[src/rtl/wb_arbiter_2m.sv]
// wb_arbiter_2m: two-master, one-slave Wishbone arbiter with round-robin
// ownership at CYC granularity. A grant lasts for the whole CYC assertion
// and is always followed by at least one IDLE cycle.
// Optional build macro WB_ARB_TIMEOUT_EN adds a strobe watchdog that forces
// an error to the owner after TIMEOUT unanswered cycles, plus the sticky
// timeout_seen status output.
module wb_arbiter_2m #(
   parameter int unsigned ADR_W   = 15,
   parameter int unsigned DAT_W   = 32,
   parameter int unsigned TIMEOUT = 255
) (
   input  logic               sys_clk,
   input  logic               sys_rst,
   // master 0
   input  logic [ADR_W-1:0]   m0_adr,
   input  logic [DAT_W-1:0]   m0_dat_w,
   output logic [DAT_W-1:0]   m0_dat_r,
   input  logic [DAT_W/8-1:0] m0_sel,
   input  logic               m0_cyc,
   input  logic               m0_stb,
   input  logic               m0_we,
   output logic               m0_ack,
   output logic               m0_err,
   // master 1
   input  logic [ADR_W-1:0]   m1_adr,
   input  logic [DAT_W-1:0]   m1_dat_w,
   output logic [DAT_W-1:0]   m1_dat_r,
   input  logic [DAT_W/8-1:0] m1_sel,
   input  logic               m1_cyc,
   input  logic               m1_stb,
   input  logic               m1_we,
   output logic               m1_ack,
   output logic               m1_err,
   // slave
   output logic [ADR_W-1:0]   s_adr,
   output logic [DAT_W-1:0]   s_dat_w,
   input  logic [DAT_W-1:0]   s_dat_r,
   output logic [DAT_W/8-1:0] s_sel,
   output logic               s_cyc,
   output logic               s_stb,
   output logic               s_we,
   input  logic               s_ack,
   input  logic               s_err,
   // one-hot owner: bit0 = m0, bit1 = m1
   output logic [1:0]         grant
`ifdef WB_ARB_TIMEOUT_EN
   ,
   output logic               timeout_seen
`endif
);

   localparam int unsigned SEL_W = DAT_W / 8;

   typedef enum logic [1:0] {
      IDLE = 2'd0,
      OWN0 = 2'd1,
      OWN1 = 2'd2
   } state_t;

   state_t state;
   state_t state_nxt;
   // 0 = m0 owned last, 1 = m1 owned last
   logic   last_owner;
   logic   last_owner_nxt;

   // Reject unusable watchdog limits at elaboration
   generate
      if (TIMEOUT < 2 || TIMEOUT > 65535) begin : g_timeout_range
         $error("wb_arbiter_2m: TIMEOUT must be within 2..65535");
      end
   endgenerate

`ifdef WB_ARB_TIMEOUT_EN
   localparam int unsigned CNT_W = $clog2(TIMEOUT + 1);

   logic [CNT_W-1:0] to_cnt;
   logic             blocked;
   logic             to_hit;

   // Watchdog fires once per ownership, never while already blocked
   assign to_hit = (state != IDLE) && !blocked && (to_cnt == CNT_W'(TIMEOUT));
`endif

   // State and round-robin history registers
   always_ff @(posedge sys_clk or posedge sys_rst) begin
      if (sys_rst) begin
         state      <= IDLE;
         last_owner <= 1'b1;
      end else begin
         state      <= state_nxt;
         last_owner <= last_owner_nxt;
      end
   end

   // Next-state: round-robin pick in IDLE, release only when owner drops CYC
   always_comb begin
      state_nxt      = state;
      last_owner_nxt = last_owner;
      case (state)
         IDLE: begin
            if (m0_cyc && (!m1_cyc || last_owner)) begin
               state_nxt = OWN0;
            end else if (m1_cyc) begin
               state_nxt = OWN1;
            end
         end
         OWN0: begin
            if (!m0_cyc) begin
               state_nxt      = IDLE;
               last_owner_nxt = 1'b0;
            end
         end
         OWN1: begin
            if (!m1_cyc) begin
               state_nxt      = IDLE;
               last_owner_nxt = 1'b1;
            end
         end
         default: state_nxt = IDLE;
      endcase
   end

   // Outputs: combinational bus mux selected by the registered owner
   always_comb begin
      grant    = 2'b00;
      s_cyc    = 1'b0;
      s_stb    = 1'b0;
      s_we     = 1'b0;
      s_adr    = '0;
      s_dat_w  = '0;
      s_sel    = SEL_W'(0);
      m0_ack   = 1'b0;
      m0_err   = 1'b0;
      m0_dat_r = '0;
      m1_ack   = 1'b0;
      m1_err   = 1'b0;
      m1_dat_r = '0;
      case (state)
         OWN0: begin
            grant    = 2'b01;
            s_cyc    = m0_cyc;
            s_stb    = m0_stb;
            s_we     = m0_we;
            s_adr    = m0_adr;
            s_dat_w  = m0_dat_w;
            s_sel    = m0_sel;
            m0_ack   = s_ack;
            m0_err   = s_err;
            m0_dat_r = s_dat_r;
         end
         OWN1: begin
            grant    = 2'b10;
            s_cyc    = m1_cyc;
            s_stb    = m1_stb;
            s_we     = m1_we;
            s_adr    = m1_adr;
            s_dat_w  = m1_dat_w;
            s_sel    = m1_sel;
            m1_ack   = s_ack;
            m1_err   = s_err;
            m1_dat_r = s_dat_r;
         end
         default: ;
      endcase
`ifdef WB_ARB_TIMEOUT_EN
      // Timed-out owner: slave side parked low, single forced error pulse
      if (blocked || to_hit) begin
         s_cyc    = 1'b0;
         s_stb    = 1'b0;
         s_we     = 1'b0;
         s_adr    = '0;
         s_dat_w  = '0;
         s_sel    = SEL_W'(0);
         m0_ack   = 1'b0;
         m1_ack   = 1'b0;
         m0_dat_r = '0;
         m1_dat_r = '0;
         m0_err   = to_hit && (state == OWN0);
         m1_err   = to_hit && (state == OWN1);
      end
`endif
   end

`ifdef WB_ARB_TIMEOUT_EN
   // Count cycles of an outstanding, unanswered strobe
   always_ff @(posedge sys_clk or posedge sys_rst) begin
      if (sys_rst) begin
         to_cnt <= '0;
      end else if (state == IDLE || s_ack || s_err || to_hit || blocked) begin
         to_cnt <= '0;
      end else if (s_cyc && s_stb) begin
         to_cnt <= to_cnt + CNT_W'(1);
      end
   end

   // Hold the owner off the bus after a timeout until it drops CYC
   always_ff @(posedge sys_clk or posedge sys_rst) begin
      if (sys_rst) begin
         blocked <= 1'b0;
      end else if (state_nxt == IDLE) begin
         blocked <= 1'b0;
      end else if (to_hit) begin
         blocked <= 1'b1;
      end
   end

   // Sticky record that a forced error has ever occurred
   always_ff @(posedge sys_clk or posedge sys_rst) begin
      if (sys_rst) begin
         timeout_seen <= 1'b0;
      end else if (to_hit) begin
         timeout_seen <= 1'b1;
      end
   end
`endif

endmodule

[config.mk]
export PLATFORM = sky130hd
export DESIGN_NAME = wb_arbiter_2m
export DESIGN_NICKNAME = d
export VERILOG_FILES = /design/src/rtl/wb_arbiter_2m.sv
export SDC_FILE = /design/constraint.sdc
export NUM_CORES = 1
export LEC_CHECK = 0
export ABC_AREA = 1
export CAP_MARGIN = 20
export CORE_AREA = 2 2 103 105
export DETAILED_ROUTE_END_ITERATION = 7
export DIE_AREA = 0 0 105 107
export HOLD_SLACK_MARGIN = 0.02
export PLACE_DENSITY = 0.66
export SETUP_SLACK_MARGIN = 0.05
export SLEW_MARGIN = 20
export SYNTH_ARGS = -nofsm -noshare
export SYNTH_HDL_FRONTEND = slang
export SYNTH_SLANG_ARGS = --single-unit
[constraint.sdc]
create_clock -name sys_clk -period 1.4 [get_ports sys_clk]
set_input_delay 0.28 -clock sys_clk [delete_from_list [all_inputs] [get_ports sys_clk]]
set_output_delay 0.28 -clock sys_clk [all_outputs]
set_load 0.1 [all_outputs]
==> results of run 1 <==
==> worst min-delay path by stage <==
stage | startpoint | end | slack (ps) | depth (start not counted)
2_1_floorplan | sys_rst | state[0] | 30 | 1
3_3_place_gp | sys_rst | state[0] | 470 | 2
3_5_place_dp | sys_rst | state[1] | 470 | 2
4_1_cts | sys_rst | state[1] | 250 | 2
5_1_grt | sys_rst | state[1] | 260 | 2
6_report | sys_rst | state[1] | 250 | 2
==> Yosys cell counts <==
library cell | number | area [um^2]
nand2_1 | 186 | 698
nand2_2 | 3 | 18.8
nand3_1 | 1 | 5.00
nor2_1 | 5 | 18.8
a21oi_1 | 54 | 270
dfrtp_1 | 2 | 50.1
buf_4 | 7 | 52.6
inv_2 | 1 | 3.75
o21ai_1 | 1 | 5.00
buf_2 | 9 | 45.0
buf_8 | 1 | 15.0
buf_6 | 9 | 101
inv_1 | 76 | 285
dfstp_2 | 1 | 26.3
ha_1 | 5 | 62.6
==> critical path, cell delays in order, from the launching register on <==
cell        delay [ps]
dfrtp_1            380
buf_4              140
buf_4              130
ha_4               230
buf_16             170
nand2_4             70
clkinvlp_4         100
buf_12             170
==> area by class of cell <==
cell class / count / area, um^2 / share of cell area
tap: 136 / 170 / 0.0221
sequential: 3 / 76.3 / 0.00992
multi-input combinational: 255 / 2240 / 0.290
clock buffer: 4 / 45.0 / 0.00585
inverter: 77 / 552 / 0.0717
timing repair buffer: 312 / 4620 / 0.600
==> through the flow <==
step	cells	power [mW]	setup TNS (ps)	util
after floorplan	361	11.4	-44530	-
after global placement	766	16.6	-26210	0.705
after detailed placement	766	16.8	-28530	0.705
after CTS	784	18.4	-58560	0.751
after global routing	787	19.2	-66950	0.763
final	787	18.6	-58550	0.763
==> state kept, by name, indices dropped and copies added (netlist names) <==
register,flops
last_owner,1
state,2
==> what timing repair did <==
item,CTS,global route
endpoints found under the setup margin,127,127
setup buffers,8,1
pin swaps,8,10
hold buffers,0,0
cloned,6,2
gates resized for setup,49,16
==> power by group through the flow <==
stage	logic [mW]	registers, mW	clock network, mW
detailed placement	16.6	0.161	0
global route	18.7	0.161	0.274
global placement	16.4	0.158	0
finish	18.2	0.155	0.250
CTS	18.0	0.153	0.260
floorplan	11.3	0.159	0
==> metal layers <==
| metal | vias up | GRT usage | part of all wire | routed length [um] |
|---|---|---|---|---|
| met5 | - | 0 | 0 | 0 |
| met4 | 0 | 0.0381 | 0.0098 | 119 |
| met3 | 8 | 0.0681 | 0.083 | 1010 |
| met2 | 160 | 0.428 | 0.57 | 6880 |
| met1 | 1540 | 0.207 | 0.34 | 4100 |
| li1 | 1628 | - | - | - |
==> cells by family after synthesis <==
kind of cell | Yosys count | synth area share
AND/OR/NAND/NOR | 195 | 0.447
flip-flops | 3 | 0.0460
AO/OA/AOI/OAI | 55 | 0.166
buffers and inverters | 103 | 0.303
adder cells (fa/ha/maj) | 5 | 0.0377
==> results.md, run 1 <==
- Outcome: complete, but fails checks
- Failing checks: setup timing
- Finished Cell Area: roughly 0.0077 mm^2
- Die area: approximately 0.011 mm^2
- Fillers: between 600 and 700
- Number of max-cap violations: 0
- First-pass GRT wire length: roughly 19000 um
- Cells on worst reg2reg path: 10
- Commonest cells after routing, fill and taps aside: clkdlybuf4s50_1, buf_12, nand2_1
- Critical Path Start Type: register
- Total net switching power: between 10 and 15 mW
- DRC: 0
- FMAX: approximately 0.52 GHz
- Inserted Diodes: 0
- Initial antenna violation count: 0
- Die width: roughly 110 um
- Post-DP HPWL: slightly below 10000 um
- PD cells: ~2400 mW/mm^2
- DR iter-0 viols: 88
- Die height: around 110 um
- Clk Latency, worst-skew pair: approximately 210 ps
- FF-to-FF Start: state[1]
- Final GP Congestion: roughly 0.80
- Seq cells post-synth: 3
- Worst-margin pin slew: 251 ps
- Crit path from: state[1]
- Hold WC Path Type: primary input to async pin
- Crit end category: output pin
- Final clock skew: 0.884 ps
- Final Max Slew Viols: 0
- Count of final hold-check violations: 0
- Antenna-violating nets left: 0
- Critical path peak fanout: 8
- Leakage: 2.85 nW
- Final Hold Slack: roughly 250 ps
- Commonest non-fill, non-tap cell in the layout: clkdlybuf4s50_1
- Largest net degree at the start of global routing: 20
- Drt total wl: approximately 12000 um
- Maximum vdd drop: around 1600 uV
- Int Pwr: roughly 7.1 mW
- Max-slew headroom: 0.833
- Worst-case clock buffer depth: 2
- Clock power share: 0.013
- Root buffer cell: clkbuf_8
- Layout cells sized above 1: 0.598
- Reg2reg end: state[0]
- Distinct cell type count after synthesis: 15
- Required @ worst endpoint: about 1100 ps
- Placed cell area: between 0.007 and 0.008 mm^2
- Worst Setup EP: m1_dat_r[24]
- Critical Path AT: approximately 1600 ps
- Setup ws final: -513 ps
- Mapped Avg Cell Area: 4.59 um^2
- Synth Warn #: 0
- Clk slew on worst S/H paths: roughly 30 ps
- Vias per std cell: between 4 and 5
- Number of port buffers: 267
- Synthesis-to-layout area growth: 364%
- Seq pwr share: 0.008
- Cell area after synthesis: between 0.0015 and 0.002 mm^2
- IO Pins: about 270
- Total congestion overflow: 0
- Share of the yosys chip area belonging to registers: 0.0460
- DR WL/cell: ~15 um
- # rows: 37
- RSZ-0062 raised after global routing: yes
- Worst Path Class, Setup: register to output pin
- Fin crit share: 1.37
- CTS tree: done
- GRT Util Overall: 0.210
- Syn Inst Count: 361
- Pre-CTS setup slack: -285 ps
- Setup violators final: between 100 and 150
- Net Sw Frac: 0.618
- Number of global-route vias before repair: between 3000 and 4000
- Via count: about 3300
- Period minus WS final: between 1500 and 2000 ps
- Drt first pass iters: 4
- Syn nets: 510
- Comb power frac: 0.978
- Post-layout net count: between 800 and 900
- CTS H-tree depth: 1
- CTS buffer count: 3
- R2R setup slack: -160 ps
- Initial Utilization: 0.164
- Core area: 0.0101 mm^2
- Clock sinks: 3
Note: power is estimated with default switching activity, not from simulation.
==> inputs of run 2 (changes only) <==
--- a/config.mk
+++ b/config.mk
@@ -17,3 +17,4 @@
 export SYNTH_ARGS = -nofsm -noshare
 export SYNTH_HDL_FRONTEND = slang
 export SYNTH_SLANG_ARGS = --single-unit
+export TNS_END_PERCENT = 5
==> results.md, run 2 (same netlist as run 1, synthesis figures left out) <==
- FMAX: about 0.51 GHz
- Maximum vdd drop: between 1500 and 2000 uV
- Int Pwr: roughly 6.3 mW
- DR WL/cell: about 15 um
- Number of max-cap violations: 0
- Die area: 0.0112 mm^2
- Critical Path AT: roughly 1700 ps
- Hold WC Path Type: primary input to async pin
- Max-slew headroom: 0.872
- Crit path from: state[1]
- Net Sw Frac: 0.632
- Leakage: roughly 2.8 nW
- Failing checks: setup timing
- GRT Util Overall: 0.191
- Vias per std cell: 4.22
- Number of global-route vias before repair: ~3400
- RSZ-0062 raised after global routing: yes
- Largest reg by FF count: state
- Via count: between 3000 and 4000
- CTS Hold Bufs: 0
- Inserted Diodes: 0
- CTS buffer count: 3
- CP peak stage delay: between 300 and 400 ps
- Outcome: complete, but fails checks
- Initial antenna violation count: 0
- Final clock skew: slightly above 7 ps
- Worst path bufs/invs: 3
- Root buffer cell: clkbuf_8
- First-pass GRT wire length: ~17000 um
- Clk slew on worst S/H paths: around 40 ps
- Clock power share: 0.015
- Commonest non-fill, non-tap cell in the layout: nand2_1
- Total net switching power: ~11 mW
- Clk Latency, worst-skew pair: between 200 and 250 ps
- Final Hold Slack: 237 ps
- Critical Path Most Common Cell: buf_12
- Period minus WS final: about 2000 ps
- Cell Count, Final, Fillers Out: between 700 and 800
- Worst path slowest cell: dfrtp_1
- Top Registers: state (2), last_owner (1)
- Die width: roughly 110 um
- Count of final hold-check violations: 0
- PD cells: between 2000 and 2500 mW/mm^2
- Final Max Slew Viols: 0
- Setup ws final: -552 ps
- Total congestion overflow: 0
- Placed cell area: approximately 0.0065 mm^2
- Required @ worst endpoint: between 1000 and 1500 ps
- Worst-case clock buffer depth: 2
- Core area: just over 0.01 mm^2
- Layout cells sized above 1: 0.443
- Post-layout net count: 787
- R2R setup slack: -20 ps
- Drt total wl: 11300 um
- Drt first pass iters: 7
- Antenna-violating nets left: 0
- Post-DP HPWL: ~9000 um
- Die height: 107 um
- IO Pins: approximately 270
- Critical path peak fanout: 18
- Final GP Congestion: about 0.8
- Clock sinks: 3
- FF-to-FF Start: state[0]
- Fin crit share: 1.39
- Max reg flops: 2
- CTS H-tree depth: 1
- # rows: 37
- Crit end category: output pin
- Synthesis-to-layout area growth: 322%
- Critical Path Start Type: register
- Dpl cells: between 700 and 800
- Commonest cells after routing, fill and taps aside: nand2_1, clkdlybuf4s50_1, buf_12
- Number of port buffers: about 270
- DR iter-0 viols: approximately 70
- Seq pwr share: 0.009
- Worst path cell trace: inv_2 -> ha_4 -> buf_12 -> nand2_1 -> a21oi_4 -> buf_12
- Largest net degree at the start of global routing: 41
- Worst Path Class, Setup: register to output pin
- Finished Cell Area: 0.00700 mm^2
- Worst-margin pin slew: approximately 190 ps
- CTS tree: done
- Initial Utilization: 0.164
- Top delay family on crit path: buffers and inverters
- Setup violators final: 126
- DRC: 0
- Comb power frac: 0.975
[run 2: cell count changes in the layout (fill, tap and decap cells not counted), sizes merged]
| cell | before | now |
|---|---|---|
| inv | 9 | 47 |
| buf | 167 | 153 |
| clkinvlp | 68 | 30 |
[run 2: timing repair]
| action | 4_1_cts | 5_1_grt |
|---|---|---|
| pin swaps | 1 | 1 |
| gates resized for setup | 30 | 32 |
| setup buffers | 3 | 3 |
| cloned | 3 | 3 |
| setup endpoints to repair | 126 | 127 |
[run 2: path summary, 6_finish.rpt]
| kind | endpoint | cells after the start |
|---|---|---|
| max in group asynchronous | last_owner | 2 |
| setup / recovery | s_dat_w[13] | 6 |
| hold / removal | state[1] | 2 |
| min in group sys_clk | last_owner | 2 |
| setup reg to reg | state[0] | 9 |
| hold reg to reg | last_owner | 2 |
[run 2: power by group through the flow]
stage	Clock (mW)	Combinational, mW	Sequential [mW]
floorplan	0	10.5	0.157
global route	0.270	17.3	0.166
global placement	0	15.6	0.155
CTS	0.265	16.3	0.158
detailed placement	0	15.8	0.158
finish	0.265	16.7	0.160
[run 2: routing by layer]
metal,vias to the layer above,track usage,share of wire
li1,1600,-,-
met1,1483,0.185,0.34
met2,169,0.391,0.55
met3,12,0.0565,0.089
met4,0,0.0476,0.016
met5,-,0,0
[run 2: layout make-up]
cell class                      instances  area [um^2]
Multi-Input combinational cell        255         1900
Timing Repair Buffer                  298         4400
Sequential cell                         3         77.6
Clock buffer                            4         45.0
Inverter                               77          407
Fill cell                             762         3090
Tap cell                              136          170
[run 2: through the flow]
step	total power, mW	setup slack, ps	utilization	TNS, ps
floorplan	10.6	-453	-	-50980
global placement	15.8	-327	0.645	-30970
detailed placement	15.9	-381	0.645	-33790
CTS	16.8	-581	0.669	-62390
global route	17.7	-605	0.693	-64160
finish	17.1	-552	0.693	-56460
==> inputs of run 3 (changes only) <==
--- a/config.mk
+++ b/config.mk
@@ -8,10 +8,12 @@
 export ABC_AREA = 1
 export CAP_MARGIN = 20
 export CORE_AREA = 2 2 103 105
+export CTS_CLUSTER_SIZE = 28
 export DETAILED_ROUTE_END_ITERATION = 7
 export DIE_AREA = 0 0 105 107
 export HOLD_SLACK_MARGIN = 0.02
 export PLACE_DENSITY = 0.66
+export REMOVE_ABC_BUFFERS = 1
 export SETUP_SLACK_MARGIN = 0.05
 export SLEW_MARGIN = 20
 export SYNTH_ARGS = -nofsm -noshare
==> results.md, run 3 (same netlist as run 1, synthesis figures left out) <==
- Layout cells sized above 1: 0.409
- Clk slew on worst S/H paths: approximately 30 ps
- Met2 wire length: between 6000 and 7000 um
- Initial Utilization: 0.164
- Seq pwr share: 0.009
- Core area: between 0.01 and 0.015 mm^2
- Die width: 105 um
- Crit path from: state[0]
- Outcome: complete, but fails checks
- CP peak stage delay: around 390 ps
- DR WL/cell: ~15 um
- CTS H-tree depth: 1
- CTS buffer count: 3
- Max reg flops: 2
- Clock sinks: 3
- Dpl cells: between 700 and 800
- Met1 wire length: 4270 um
- DR iter-0 viols: 121
- Placed cell area: 0.00577 mm^2
- Top Registers: state (2), last_owner (1)
- Setup ws final: -501 ps
- Crit end category: output pin
- Initial antenna violation count: 0
- Commonest non-fill, non-tap cell in the layout: nand2_1
- Maximum vdd drop: between 1500 and 2000 uV
- Inserted Diodes: 0
- RSZ-0062 raised after global routing: yes
- Top delay family on crit path: buffers and inverters
- Hold WC Path Type: primary input to async pin
- Number of port buffers: roughly 270
- Critical Path AT: ~1600 ps
- Number of max-cap violations: 0
- Period minus WS final: around 1900 ps
- Root buffer cell: clkbuf_8
- Total net switching power: 10.3 mW
- Via count: 3300
- Worst-margin pin slew: between 200 and 250 ps
- Largest net degree at the start of global routing: 35
- Clock power share: 0.015
- Number of global-route vias before repair: roughly 3600
- Net Sw Frac: 0.640
- DRC: 0
- Commonest cells after routing, fill and taps aside: nand2_1, clkdlybuf4s50_1, buf_12
- PD cells: approximately 2500 mW/mm^2
- IO Pins: 268
- Met3 Routed Length: ~790 um
- Required @ worst endpoint: about 1100 ps
- Synthesis-to-layout area growth: 287%
- Setup violators final: 125
- Worst path slowest cell: dfrtp_1
- Setup bufs post-CTS: 0
- First-pass GRT wire length: 17900 um
- Post-layout net count: approximately 790
- Failing checks: setup timing
- Pre-CTS setup slack: -447 ps
- Leakage: about 2.8 nW
- Uppermost layer routed: met4
- Largest reg by FF count: state
- Drt total wl: ~12000 um
- Critical path peak fanout: 13
- Fin crit share: 1.36
- Final Hold Slack: ~240 ps
- Critical Path Start Type: register
- Final clock skew: roughly 1.4 ps
- Total congestion overflow: 0
- Cell Count, Final, Fillers Out: 772
- Finished Cell Area: around 0.0064 mm^2
- CTS Hold Bufs: 0
- Drt first pass iters: 4
- Worst path bufs/invs: 3
- GRT Util Overall: 0.198
- Int Pwr: 5.82 mW
- Count of final hold-check violations: 0
- Die area: 0.0112 mm^2
- Worst path cell trace: inv_2 -> ha_4 -> clkbuf_16 -> nand2_1 -> a21oi_2 -> buf_12
- Vias per std cell: between 4 and 5
- Worst Path Class, Setup: register to output pin
- CTS tree: done
- Worst-case clock buffer depth: 2
- Final GP Congestion: about 0.88
- Final Max Slew Viols: 0
- Comb power frac: 0.975
- Antenna-violating nets left: 0
- Max-slew headroom: 0.852
- Die height: around 110 um
- # rows: 37
- FMAX: 0.526 GHz
- FF-to-FF Start: state[0]
- Clk Latency, worst-skew pair: 210 ps
- Post-DP HPWL: roughly 9000 um
[run 3: cell count changes in the layout (fill, tap and decap cells not counted), moves of 3 or more]
cell,previous run,this run
nand2_2,11,5
clkinvlp_4,30,0
buf_12,135,128
inv_2,3,37
inv_1,43,39
nand2_1,160,184
a21oi_4,53,21
buf_6,3,6
a21oi_2,0,32
nand2_4,18,0
[run 3: worst paths after layout]
| path | to | slack [ps] | cells past startpoint |
|---|---|---|---|
| setup / recovery | s_dat_w[10] | -500 | 6 |
| hold reg to reg | last_owner | 480 | 2 |
| max in group asynchronous | last_owner | 950 | 2 |
| setup reg to reg | state[1] | -20 | 10 |
| min in group sys_clk | last_owner | 480 | 2 |
| hold / removal | state[1] | 240 | 2 |
[run 3: layout make-up]
cell class	count	area, um^2
timing repair buffer	297	4330
fill	822	3680
multi-input combinational	255	1500
inverter	77	294
tap	136	170
sequential	3	76.3
clock buffer	4	45.0
[run 3: what timing repair did]
action	4_1_cts	5_1_grt
pin swaps	1	4
endpoints found under the setup margin	126	126
resized for setup	130	7
cloned	3	2
[run 3: stage by stage]
step           setup TNS [ps]  utilization  total power [mW]
2_1_floorplan         -229420            -              8.42
3_3_place_gp           -32560        0.572              14.0
3_5_place_dp           -36920        0.572              14.1
4_1_cts                -53150        0.627              16.0
5_1_grt                -63640        0.635              16.7
6_report               -52490        0.635              16.2
[run 3: power groups by stage]
stage | sequential [mW] | clock (mW) | combinational [mW]
global route | 0.162 | 0.264 | 16.2
detailed placement | 0.150 | 0 | 14.0
global placement | 0.149 | 0 | 13.8
CTS | 0.153 | 0.254 | 15.5
finish | 0.153 | 0.248 | 15.8
floorplan | 0.155 | 0 | 8.26
[run 3: per-layer routing]
metal | vias up | GRT usage
met2 | 162 | 0.403
met1 | 1514 | 0.196
li1 | 1598 | -
met5 | - | 0
met3 | 26 | 0.0426
met4 | 0 | 0.0648
